--- src/rtl/relu_maxpool16_if.sv ---
// Stream bundle between the conv unit, relu_maxpool16 and the next layer's window logic.
interface relu_maxpool16_if;
  logic        clear;
  logic        in_valid;
  logic [15:0] in_data;
  logic [15:0] out_data;
  logic        out_valid;
  logic        frame_done;

  modport master (output clear, in_valid, in_data, input out_data, out_valid, frame_done);
  modport slave  (input clear, in_valid, in_data, output out_data, out_valid, frame_done);
endinterface

--- src/rtl/relu_maxpool16.sv ---
// Optional ReLU (macro RELU_EN) then 2x2 stride-2 float16 max pool over a raster stream using a half-width row buffer.
// Output strobe 1 cycle after each window's bottom-right input; no stalls, no backpressure (consumer takes every strobe).
module relu_maxpool16 #(
  parameter int data_width  = 16,
  parameter int fmap_width  = 26,
  parameter int fmap_height = 26
) (
  input  logic            clk,
  input  logic            reset,
  relu_maxpool16_if.slave bus
);
  localparam int DW = data_width;
  localparam int PW = fmap_width / 2;
  localparam int PH = fmap_height / 2;
  localparam int CW = $clog2(fmap_width + 1);
  localparam int RW = $clog2(fmap_height + 1);
  localparam int BW = (PW > 1) ? $clog2(PW) : 1;
  localparam logic [CW-1:0] COL_LAST      = CW'(fmap_width - 1);
  localparam logic [CW-1:0] COL_PAIR_END  = CW'(2 * PW);
  localparam logic [RW-1:0] ROW_LAST      = RW'(fmap_height - 1);
  localparam logic [RW-1:0] ROW_POOL_LAST = RW'(2 * PH - 1);
  localparam bit            H_ODD         = (fmap_height % 2) == 1;

  typedef enum logic [1:0] {ROW_EVEN, ROW_ODD, ROW_DROP} row_state_e;

  function automatic logic [DW-1:0] activate(input logic [DW-1:0] x);
`ifdef RELU_EN
    return x[DW-1] ? '0 : x;
`else
    return x;
`endif
  endfunction

  // a is the earlier operand and survives every tie, including +0 vs -0.
  function automatic logic [DW-1:0] fmax(input logic [DW-1:0] a, input logic [DW-1:0] b);
`ifdef RELU_EN
    return (b[DW-2:0] > a[DW-2:0]) ? b : a;
`else
    logic [DW-1:0] r;
    r = a;
    if (a[DW-2:0] == '0 && b[DW-2:0] == '0) r = a;
    else if (a[DW-1] != b[DW-1])            r = a[DW-1] ? b : a;
    else if (!a[DW-1])                      r = (b[DW-2:0] > a[DW-2:0]) ? b : a;
    else                                    r = (b[DW-2:0] < a[DW-2:0]) ? b : a;
    return r;
`endif
  endfunction

  row_state_e    state_q;
  logic [CW-1:0] col_q;
  logic [RW-1:0] row_q;
  logic [DW-1:0] pair_q;
  logic [DW-1:0] out_data_q;
  logic          out_valid_q;
  logic          frame_done_q;
  logic [DW-1:0] row_buf_q [2**BW];

  logic [DW-1:0] act;
  logic [DW-1:0] pair_max;
  logic [DW-1:0] win_max;
  logic [BW-1:0] buf_idx;
  logic          col_odd;
  logic          take;

  assign take     = bus.in_valid && !bus.clear;
  assign col_odd  = col_q[0];
  assign buf_idx  = BW'(col_q >> 1);
  assign act      = activate(bus.in_data);
  assign pair_max = fmax(pair_q, act);
  assign win_max  = fmax(row_buf_q[buf_idx], pair_max);

  always_ff @(posedge clk or posedge reset) begin
    if (reset) begin
      state_q      <= ROW_EVEN;
      col_q        <= '0;
      row_q        <= '0;
      pair_q       <= '0;
      out_data_q   <= '0;
      out_valid_q  <= 1'b0;
      frame_done_q <= 1'b0;
    end else begin
      out_valid_q  <= 1'b0;
      frame_done_q <= 1'b0;
      if (bus.clear) begin
        state_q <= ROW_EVEN;
        col_q   <= '0;
        row_q   <= '0;
      end else if (bus.in_valid) begin
        // A trailing odd column never loads the pair register.
        if (col_odd)                      pair_q <= pair_max;
        else if (col_q < COL_PAIR_END)    pair_q <= act;
        if (state_q == ROW_ODD && col_odd) begin
          out_data_q  <= win_max;
          out_valid_q <= 1'b1;
        end
        if (col_q == COL_LAST) begin
          col_q        <= '0;
          row_q        <= (row_q == ROW_LAST) ? '0 : row_q + RW'(1);
          frame_done_q <= (row_q == ROW_LAST);
          case (state_q)
            ROW_EVEN: state_q <= ROW_ODD;
            ROW_ODD:  state_q <= (H_ODD && row_q == ROW_POOL_LAST) ? ROW_DROP : ROW_EVEN;
            default:  state_q <= ROW_EVEN;
          endcase
        end else begin
          col_q <= col_q + CW'(1);
        end
      end
    end
  end

  // Entries are always rewritten in an even row before the odd row reads them, so no reset.
  always_ff @(posedge clk) begin
    if (take && state_q == ROW_EVEN && col_odd)
      row_buf_q[buf_idx] <= pair_max;
  end

  assign bus.out_data   = out_data_q;
  assign bus.out_valid  = out_valid_q;
  assign bus.frame_done = frame_done_q;
endmodule
--- src/flat_wrapper.sv ---
// flat-port wrapper written by rule: the top's interface ports become plain ports
module relu_maxpool16_flat 
#(
  parameter int data_width  = 16,
  parameter int fmap_width  = 26,
  parameter int fmap_height = 26
)
  (clk, reset, bus_clear, bus_in_valid, bus_in_data, bus_out_data, bus_out_valid, bus_frame_done);
  relu_maxpool16_if bus_i ();
  input  logic clk;
  input  logic reset;
  input wire logic [$bits(bus_i.clear)-1:0] bus_clear;
  input wire logic [$bits(bus_i.in_valid)-1:0] bus_in_valid;
  input wire logic [$bits(bus_i.in_data)-1:0] bus_in_data;
  output wire logic [$bits(bus_i.out_data)-1:0] bus_out_data;
  output wire logic [$bits(bus_i.out_valid)-1:0] bus_out_valid;
  output wire logic [$bits(bus_i.frame_done)-1:0] bus_frame_done;
  assign bus_i.clear = bus_clear;
  assign bus_i.in_valid = bus_in_valid;
  assign bus_i.in_data = bus_in_data;
  assign bus_out_data = bus_i.out_data;
  assign bus_out_valid = bus_i.out_valid;
  assign bus_frame_done = bus_i.frame_done;
  relu_maxpool16 #(.data_width(data_width), .fmap_width(fmap_width), .fmap_height(fmap_height)) u_core (.clk(clk), .reset(reset), .bus(bus_i));
endmodule
--- config.mk ---
export PLATFORM = sky130hd
export DESIGN_NAME = relu_maxpool16_flat
export DESIGN_NICKNAME = d
export VERILOG_FILES = /design/src/rtl/relu_maxpool16_if.sv /design/src/rtl/relu_maxpool16.sv /design/src/flat_wrapper.sv
export SDC_FILE = /design/constraint.sdc
export NUM_CORES = 1
export LEC_CHECK = 0
export BUFFER_PORTS_ARGS = -buffer_cell sky130_fd_sc_hd__buf_2
export CORE_ASPECT_RATIO = 2
export CORE_MARGIN = 5
export CORE_UTILIZATION = 44
export DETAILED_ROUTE_END_ITERATION = 7
export SETUP_SLACK_MARGIN = 0.3
export SYNTH_ARGS = -nofsm -noshare
export SYNTH_HDL_FRONTEND = slang
export SYNTH_SLANG_ARGS = --single-unit
--- constraint.sdc ---
create_clock -name clk -period 14.24 [get_ports clk]
set_input_delay 1.424 -clock clk [delete_from_list [all_inputs] [get_ports clk]]
set_output_delay 1.424 -clock clk [all_outputs]
set_load 0.02 [all_outputs]
Word-level counts from Yosys, hierarchy flattened:

Memory sizes are Yosys's and may differ from the RTL's.
Cells that the tools add are included.
W data, S select, Z words.

* latch bits: 0
* bits in registers: 46
* memories: 1
* memory bits (writable): 256
* input port bits: 20
* ROM bits: 0

Memory list
* u_core.row_buf_q: depth 16, width 16, rd ports 1, clocked after memory_dff 0, wr ports 1, line relu_maxpool16.sv:56 `logic [DW-1:0] row_buf_q [2**BW];`

* shift-type cells: 0
* equality and inequality tests: 5
* multipliers: 0
* multiplexer cells: 33
* magnitude comparators: 5
* bitwise gates (word level): 1
* $add $sub $neg: 2
* reduce and logical (&&, ||, !) cells: 18
* div/mod/pow operators: 0

Operator list (count)
* $mux W16: 14
* $logic_not A15 Y1: 4
* $mux W5: 7
* $gt A15 B15 Y1: 2
* $lt A15 B15 Y1: 2
* $add A5 B1 Y5 const B: 2
* $eq A5 B5 Y1 const B: 2
* $mux W1: 9
* $logic_and A1 B1 Y1: 6
* $mux W2: 3
* $reduce_and A3 Y1: 2
* $reduce_bool A2 Y1: 3
* $lt A5 B5 Y1 const B: 1
* $eq A2 B1 Y1 const B: 1
* $logic_not A2 Y1: 1
* $ne A1 B1 Y1: 2
* $reduce_and A2 Y1: 1
* $logic_not A1 Y1: 1
* $not A1 Y1: 1

Logic depth before layout (Yosys ltp):

* depth after elaboration: 10
* gate-level depth with buffers: 22

Worst setup path before layout:

No wires, ideal clock.

* kind: input port to flip-flop
* start: input bus_in_data[13]
* end: register u_core.out_data_q[10], in the netlist u_core.bus.out_data[10]
* required time: 14.144 ns
* stages: 19
* arrival time: 5.789 ns
* buffers on the path: 2
* slack: 8.355 ns
* library setup time: 0.096 ns
* cell sequence: ha_1 a21oi_1 a21boi_0 a211oi_1 a21oi_1 nand2_1 nand2_1 clkbuf_1 o21ai_0 ha_1 a21o_1 a21o_1 a21oi_1 o21ai_0 o21ai_0 mux2i_1 clkbuf_1 nor2_1 o31ai_1

* word-level cells in the longest chain between the ends: 10
* elaborated cells between the ends (all ways): 21
* those cells by class: order compare (4); eq/ne (1); mux (12); reduce/logical (4)

RTL lines
* from (decl): line flat_wrapper.sv:14 `input wire logic [$bits(bus_i.in_data)-1:0] bus_in_data;`
* $gt A15 B15 Y1 / $lt A15 B15 Y1 (equally long branches): line relu_maxpool16.sv:43, relu_maxpool16.sv:44
* $mux W16, on equally long branches: line relu_maxpool16.sv:43, relu_maxpool16.sv:44
* $mux W16: line relu_maxpool16.sv:43 `else if (!a[DW-1]) r = (b[DW-2:0] > a[DW-2:0]) ? b : a;`
* $mux W16: line relu_maxpool16.sv:42 `else if (a[DW-1] != b[DW-1]) r = a[DW-1] ? b : a;`
* $mux W16 (*): line relu_maxpool16.sv:41 `if (a[DW-2:0] == '0 && b[DW-2:0] == '0) r = a;`
* via u_core.pair_max[8]: line relu_maxpool16.sv:59 `logic [DW-1:0] pair_max;`
* $gt A15 B15 Y1 / $lt A15 B15 Y1 (equally long branches): line relu_maxpool16.sv:43, relu_maxpool16.sv:44
* $mux W16, on equally long branches: line relu_maxpool16.sv:43, relu_maxpool16.sv:44
* $mux W16: line relu_maxpool16.sv:43
* $mux W16: line relu_maxpool16.sv:42
* $mux W16 (*): line relu_maxpool16.sv:41
* to (signal assigned): line relu_maxpool16.sv:93 `out_data_q <= win_max;`
* to (decl): line relu_maxpool16.sv:53 `logic [DW-1:0] out_data_q;`

Mark *: on every way through the listed nets, which the timed path passes. The rest lies on a longest branch.
A chain may end at the register's enable or synchronous reset.

Worst setup path in the final report:

* start: input bus_in_data[13]
* end: register u_core.out_data_q[9], in the netlist u_core.bus.out_data[9]

The elaborated chain is that of the path after synthesis.

==> flow_results.xml <==
<?xml version="1.0" encoding="UTF-8"?>
<metrics>
  <group name="placed_design">
    <metric name="pre_cts_worst_setup_slack" unit="ns">7.53</metric>
    <metric name="gpl.final_weighted_congestion" unit="">0.875</metric>
    <metric name="detailed_place_hpwl" unit="mm">22.2</metric>
    <metric name="dpl-instance-area" unit="mm²">0.0141</metric>
    <metric name="place.port_buffers" unit="">37</metric>
  </group>
  <group name="synthesis">
    <metric name="asyncSetResetFlopFracSynth" unit="">0.150</metric>
    <metric name="synth_net_count" unit="">916</metric>
    <metric name="ys_warn_count" unit="">0</metric>
    <metric name="ys_seq_area_frac" unit="">0.659</metric>
    <metric name="number_of_synthesized_flops_with_an_enable_pin" unit="">256</metric>
    <metric name="synth-seq-cells" unit="">301</metric>
    <metric name="muxShareOfSynthArea" unit="">0.123</metric>
    <metric name="post_synth.cell_area_avg" unit="µm²">15.5</metric>
    <metric name="ys_types" unit="">63</metric>
    <metric name="syn-cell-area" unit="mm²">0.0134</metric>
    <metric name="post_synth_fa_ha_maj_area_fraction" unit="">0.0337</metric>
    <metric name="yosys.area_share.simple" unit="">0.0679</metric>
    <metric name="synth_flop_cell" unit="">sky130_fd_sc_hd__edfxtp_1</metric>
    <metric name="synth_top_family_by_area" unit="">multiplexers</metric>
    <metric name="synthesis.instances" unit="">860</metric>
    <metric name="xor_and_xnor_area_share_after_synthesis" unit="">0.000655</metric>
    <metric name="synth_compound_gate_area_share" unit="">0.0883</metric>
  </group>
  <group name="final_layout">
    <metric name="layout.cells.most_common" unit="">sky130_fd_sc_hd__edfxtp_1</metric>
    <metric name="finish.net_count" unit="">970</metric>
    <metric name="end_of_flow_core_utilization" unit="">0.498</metric>
    <metric name="layout_cells_sized_above_1" unit="">0.211</metric>
    <metric name="fill_cell_total_of_the_finished_layout" unit="">2489</metric>
    <metric name="num_antenna_cells" unit="">0</metric>
    <metric name="final_cell_mix" unit="">sky130_fd_sc_hd__edfxtp_1, sky130_fd_sc_hd__nand2_1, sky130_fd_sc_hd__mux4_2</metric>
    <metric name="area_growth" unit="%">12.0</metric>
    <metric name="fin_area" unit="mm²">0.0150</metric>
  </group>
  <group name="sta">
    <metric name="worst_slew_margin_rel" unit="">0.203</metric>
    <metric name="layout_worst_path_cycle_share" unit="">0.436</metric>
    <metric name="timing.final.crit_period" unit="ns">6.21</metric>
    <metric name="fmax" unit="GHz">0.161</metric>
    <metric name="timing_worst_slew_pin_value" unit="ns">1.19</metric>
    <metric name="timing.setup.tns" unit="ns">0</metric>
    <metric name="worst_slack" unit="ns">8.03</metric>
    <metric name="hold_viol" unit="">0</metric>
    <metric name="grt_setup_unrepaired" unit="">false</metric>
    <metric name="setup_viol" unit="">0</metric>
    <metric name="skew" unit="ns">0.0161</metric>
    <metric name="fin_worst_hold_slack" unit="ns">0.473</metric>
    <metric name="report.final.slew_viol_count" unit="">0</metric>
  </group>
  <group name="critical_path">
    <metric name="critical_path.n_buffers_inverters" unit="">3</metric>
    <metric name="critPathCaptureType" unit="">register</metric>
    <metric name="critical_path.slowest_cell" unit="">sky130_fd_sc_hd__o21ai_1</metric>
    <metric name="crit_arrival" unit="ns">6.66</metric>
    <metric name="crit_required" unit="ns">14.69</metric>
    <metric name="timing.critical_path.from_type" unit="">primary input</metric>
    <metric name="path_max_fanout" unit="">29</metric>
    <metric name="crit_path_max_incr_delay" unit="ns">0.94</metric>
    <metric name="crit_family" unit="">compound AO/OA/AOI/OAI gates</metric>
    <metric name="path_class" unit="">in2reg</metric>
    <metric name="path_cells" unit="">buf_2, ha_1, a21oi_1, a21boi_0, a211oi_1, a21oi_1, nand2_1, nand2_1, buf_4, o21ai_1, ha_1, a21o_1, a21oi_1, o21ai_0, o21ai_0, mux2i_2, buf_4, nor2_1, o31ai_1</metric>
    <metric name="cp_common_cell" unit="">sky130_fd_sc_hd__a21oi_1</metric>
  </group>
  <group name="clock_network">
    <metric name="cts.hold.buffers_added" unit="">0</metric>
    <metric name="ctsHtreeMaxLevel" unit="">1</metric>
    <metric name="number_of_buffers_added_by_the_clock_tree_synthesis_step" unit="">27</metric>
    <metric name="cts_tree" unit="">built</metric>
    <metric name="cts.sink_count" unit="">301</metric>
    <metric name="post_cts.resized_instances" unit="">0</metric>
    <metric name="cts_setup_buffers" unit="">0</metric>
    <metric name="clockRootBuffer" unit="">sky130_fd_sc_hd__clkbuf_16</metric>
    <metric name="max-clock-path-buffers" unit="">3</metric>
    <metric name="clkTransAtPathRegs" unit="ns">0.06</metric>
    <metric name="clock_insertion_delay_worst_skew" unit="ns">0.55</metric>
  </group>
  <group name="floorplan">
    <metric name="core.rowCount" unit="">90</metric>
    <metric name="core_area" unit="mm²">0.0301</metric>
    <metric name="starting_density_of_the_core" unit="">0.445</metric>
    <metric name="die_area" unit="mm²">0.0342</metric>
    <metric name="die-height" unit="µm">257</metric>
    <metric name="dieWidth" unit="µm">133</metric>
    <metric name="floorplan.io_pins" unit="">38</metric>
  </group>
  <group name="global_routing">
    <metric name="grt_use_total" unit="">0.200</metric>
    <metric name="grtUsageMet3" unit="">0.0210</metric>
    <metric name="grt_antenna_before_repair" unit="">0</metric>
    <metric name="pin_count_of_the_biggest_net_entering_global_routing" unit="">47</metric>
    <metric name="overflow" unit="">0</metric>
    <metric name="grt_pass1_vias" unit="">8482</metric>
    <metric name="grtUsageMet2" unit="">0.392</metric>
    <metric name="wire_length_of_the_first_global_routing_pass" unit="mm">51.3</metric>
    <metric name="globalRoute.busiestLayer" unit="">met2</metric>
    <metric name="use_met1" unit="">0.208</metric>
  </group>
  <group name="detailed_routing">
    <metric name="wire_length_reported_by_the_detailed_router" unit="mm">33.8</metric>
    <metric name="route.antenna.remaining_nets" unit="">0</metric>
    <metric name="routedWlPerCell" unit="µm">25.9</metric>
    <metric name="route.vias.total" unit="">7900</metric>
    <metric name="first_iter_violations" unit="">494</metric>
    <metric name="drt_pass1_iterations" unit="">4</metric>
    <metric name="drt_drc_violations_left" unit="">0</metric>
    <metric name="avgViaCountPerCell" unit="">6.06</metric>
  </group>
  <group name="status">
    <metric name="outcome" unit="">complete, no violations</metric>
  </group>
  <group name="pwr">
    <metric name="leakagePower" unit="µW">0.00522</metric>
    <metric name="pwr_density_cell" unit="mW/mm²">140</metric>
    <metric name="ir_worst_vdd" unit="V">0.000105</metric>
  </group>
  <group name="job">
    <metric name="timing.max_cap.violations" unit="">0</metric>
  </group>
  <group name="min_path">
    <metric name="hp-class" unit="">reg2reg</metric>
  </group>
</metrics>
[final cells by class]
class / instances / area, µm² / area share
inverter: 38 / 143 / 0.00952
clock inverter: 12 / 151 / 0.0101
sequential: 301 / 8820 / 0.589
multi-input combinational: 476 / 4240 / 0.283
timing repair buffer: 70 / 433 / 0.0289
clock buffer: 38 / 727 / 0.0485
tap: 368 / 460 / 0.0307
[final timing paths]
| kind | cells past startpoint | from | slack (ns) | end |
|---|---|---|---|---|
| min in group asynchronous | 2 | reset | 1.08 | u_core.bus.frame_done$_DFF_PP0_ |
| worst min register to register | 2 | u_core.bus.out_data[10]$_DFFE_PP0P_ | 0.47 | u_core.bus.out_data[10]$_DFFE_PP0P_ |
| worst min-delay path | 2 | u_core.bus.out_data[10]$_DFFE_PP0P_ | 0.47 | u_core.bus.out_data[10]$_DFFE_PP0P_ |
| max in group asynchronous | 2 | reset | 12.47 | u_core.col_q[1]$_DFFE_PP0P_ |
| worst max-delay path | 19 | bus_in_data[13] | 8.03 | u_core.bus.out_data[9]$_DFFE_PP0P_ |
| worst max register to register | 19 | u_core.pair_q[13]$_DFFE_PP0P_ | 8.54 | u_core.bus.out_data[9]$_DFFE_PP0P_ |
[per-stage QoR]
stage          instances  power [µW]
3_3_place_gp        1253        1380
4_1_cts             1303        2120
3_5_place_dp        1253        1390
6_report            1303        2100
2_1_floorplan        860        1280
5_1_grt             1303        2190
[Yosys cell counts (3+ instances only)]
cell	instances	area share
sky130_fd_sc_hd__o22ai_1	19	0.0089
sky130_fd_sc_hd__a22o_1	13	0.0085
sky130_fd_sc_hd__nand4_1	10	0.0047
sky130_fd_sc_hd__nor3_1	15	0.0056
sky130_fd_sc_hd__a21o_1	5	0.0028
sky130_fd_sc_hd__o31ai_1	9	0.0051
sky130_fd_sc_hd__a32oi_1	14	0.0092
sky130_fd_sc_hd__a22oi_1	13	0.0073
sky130_fd_sc_hd__ha_1	36	0.034
sky130_fd_sc_hd__dfrtp_1	45	0.084
sky130_fd_sc_hd__inv_1	38	0.011
sky130_fd_sc_hd__buf_6	5	0.0042
sky130_fd_sc_hd__a21oi_1	26	0.0097
sky130_fd_sc_hd__o31a_1	5	0.0033
sky130_fd_sc_hd__nor2_1	49	0.014
sky130_fd_sc_hd__nor2b_1	4	0.0019
sky130_fd_sc_hd__mux4_1	9	0.018
sky130_fd_sc_hd__a211oi_1	5	0.0028
sky130_fd_sc_hd__nor4_1	7	0.0033
sky130_fd_sc_hd__o21ai_0	28	0.010
sky130_fd_sc_hd__mux4_2	56	0.094
sky130_fd_sc_hd__o21ai_1	4	0.0015
sky130_fd_sc_hd__nand2_1	73	0.020
sky130_fd_sc_hd__mux2i_1	14	0.010
sky130_fd_sc_hd__o31ai_2	4	0.0037
sky130_fd_sc_hd__o211ai_1	4	0.0022
sky130_fd_sc_hd__o21a_1	4	0.0022
sky130_fd_sc_hd__nand3_1	9	0.0034
sky130_fd_sc_hd__edfxtp_1	256	0.58
sky130_fd_sc_hd__and2_1	9	0.0042
sky130_fd_sc_hd__clkbuf_1	33	0.0093
sky130_fd_sc_hd__buf_1	3	0.00084
[routing by layer]
layer	part of all wire	wire length [µm]	vias to the layer above
met3	0.037	1240	74
met2	0.58	19500	212
met1	0.34	11500	4086
met5	0	0	-
met4	0.047	1580	0
li1	-	-	3528
[sequential cells by signal, indices dropped and copies added, names as in the netlist]
name	count
u_core.row_buf_q	256
u_core.bus.out_data	16
u_core.pair_q	16
u_core.col_q	5
u_core.row_q	5
u_core.bus.frame_done	1
u_core.bus.out_valid	1
u_core.state_q	1
[cells by family after synthesis]
logic type                 after synthesis
AOI/OAI and AO/OA                      168
xor gates and xnor gates                 1
adders and majority gates               36
buffers and inverters                   83
DFF                                    301
muxes                                   79
and+or+nand+nor                        192
[report_power, final]
part           internal, µW  leakage, µW  switching, µW
registers              1040      0.00292           23.4
clock network           413     0.000415            316
logic                   102      0.00189            206
[worst reg2reg max path: cells and delay by family (launching register included)]
kind | cells | cell delay, ns
compound gates | 10 | 3.24
fa+ha+maj | 2 | 0.76
buf+inv | 3 | 0.66
flops | 1 | 0.45
simple gates | 3 | 0.28
mux | 1 | 0.23
Power figures use the tool's default switching activity.
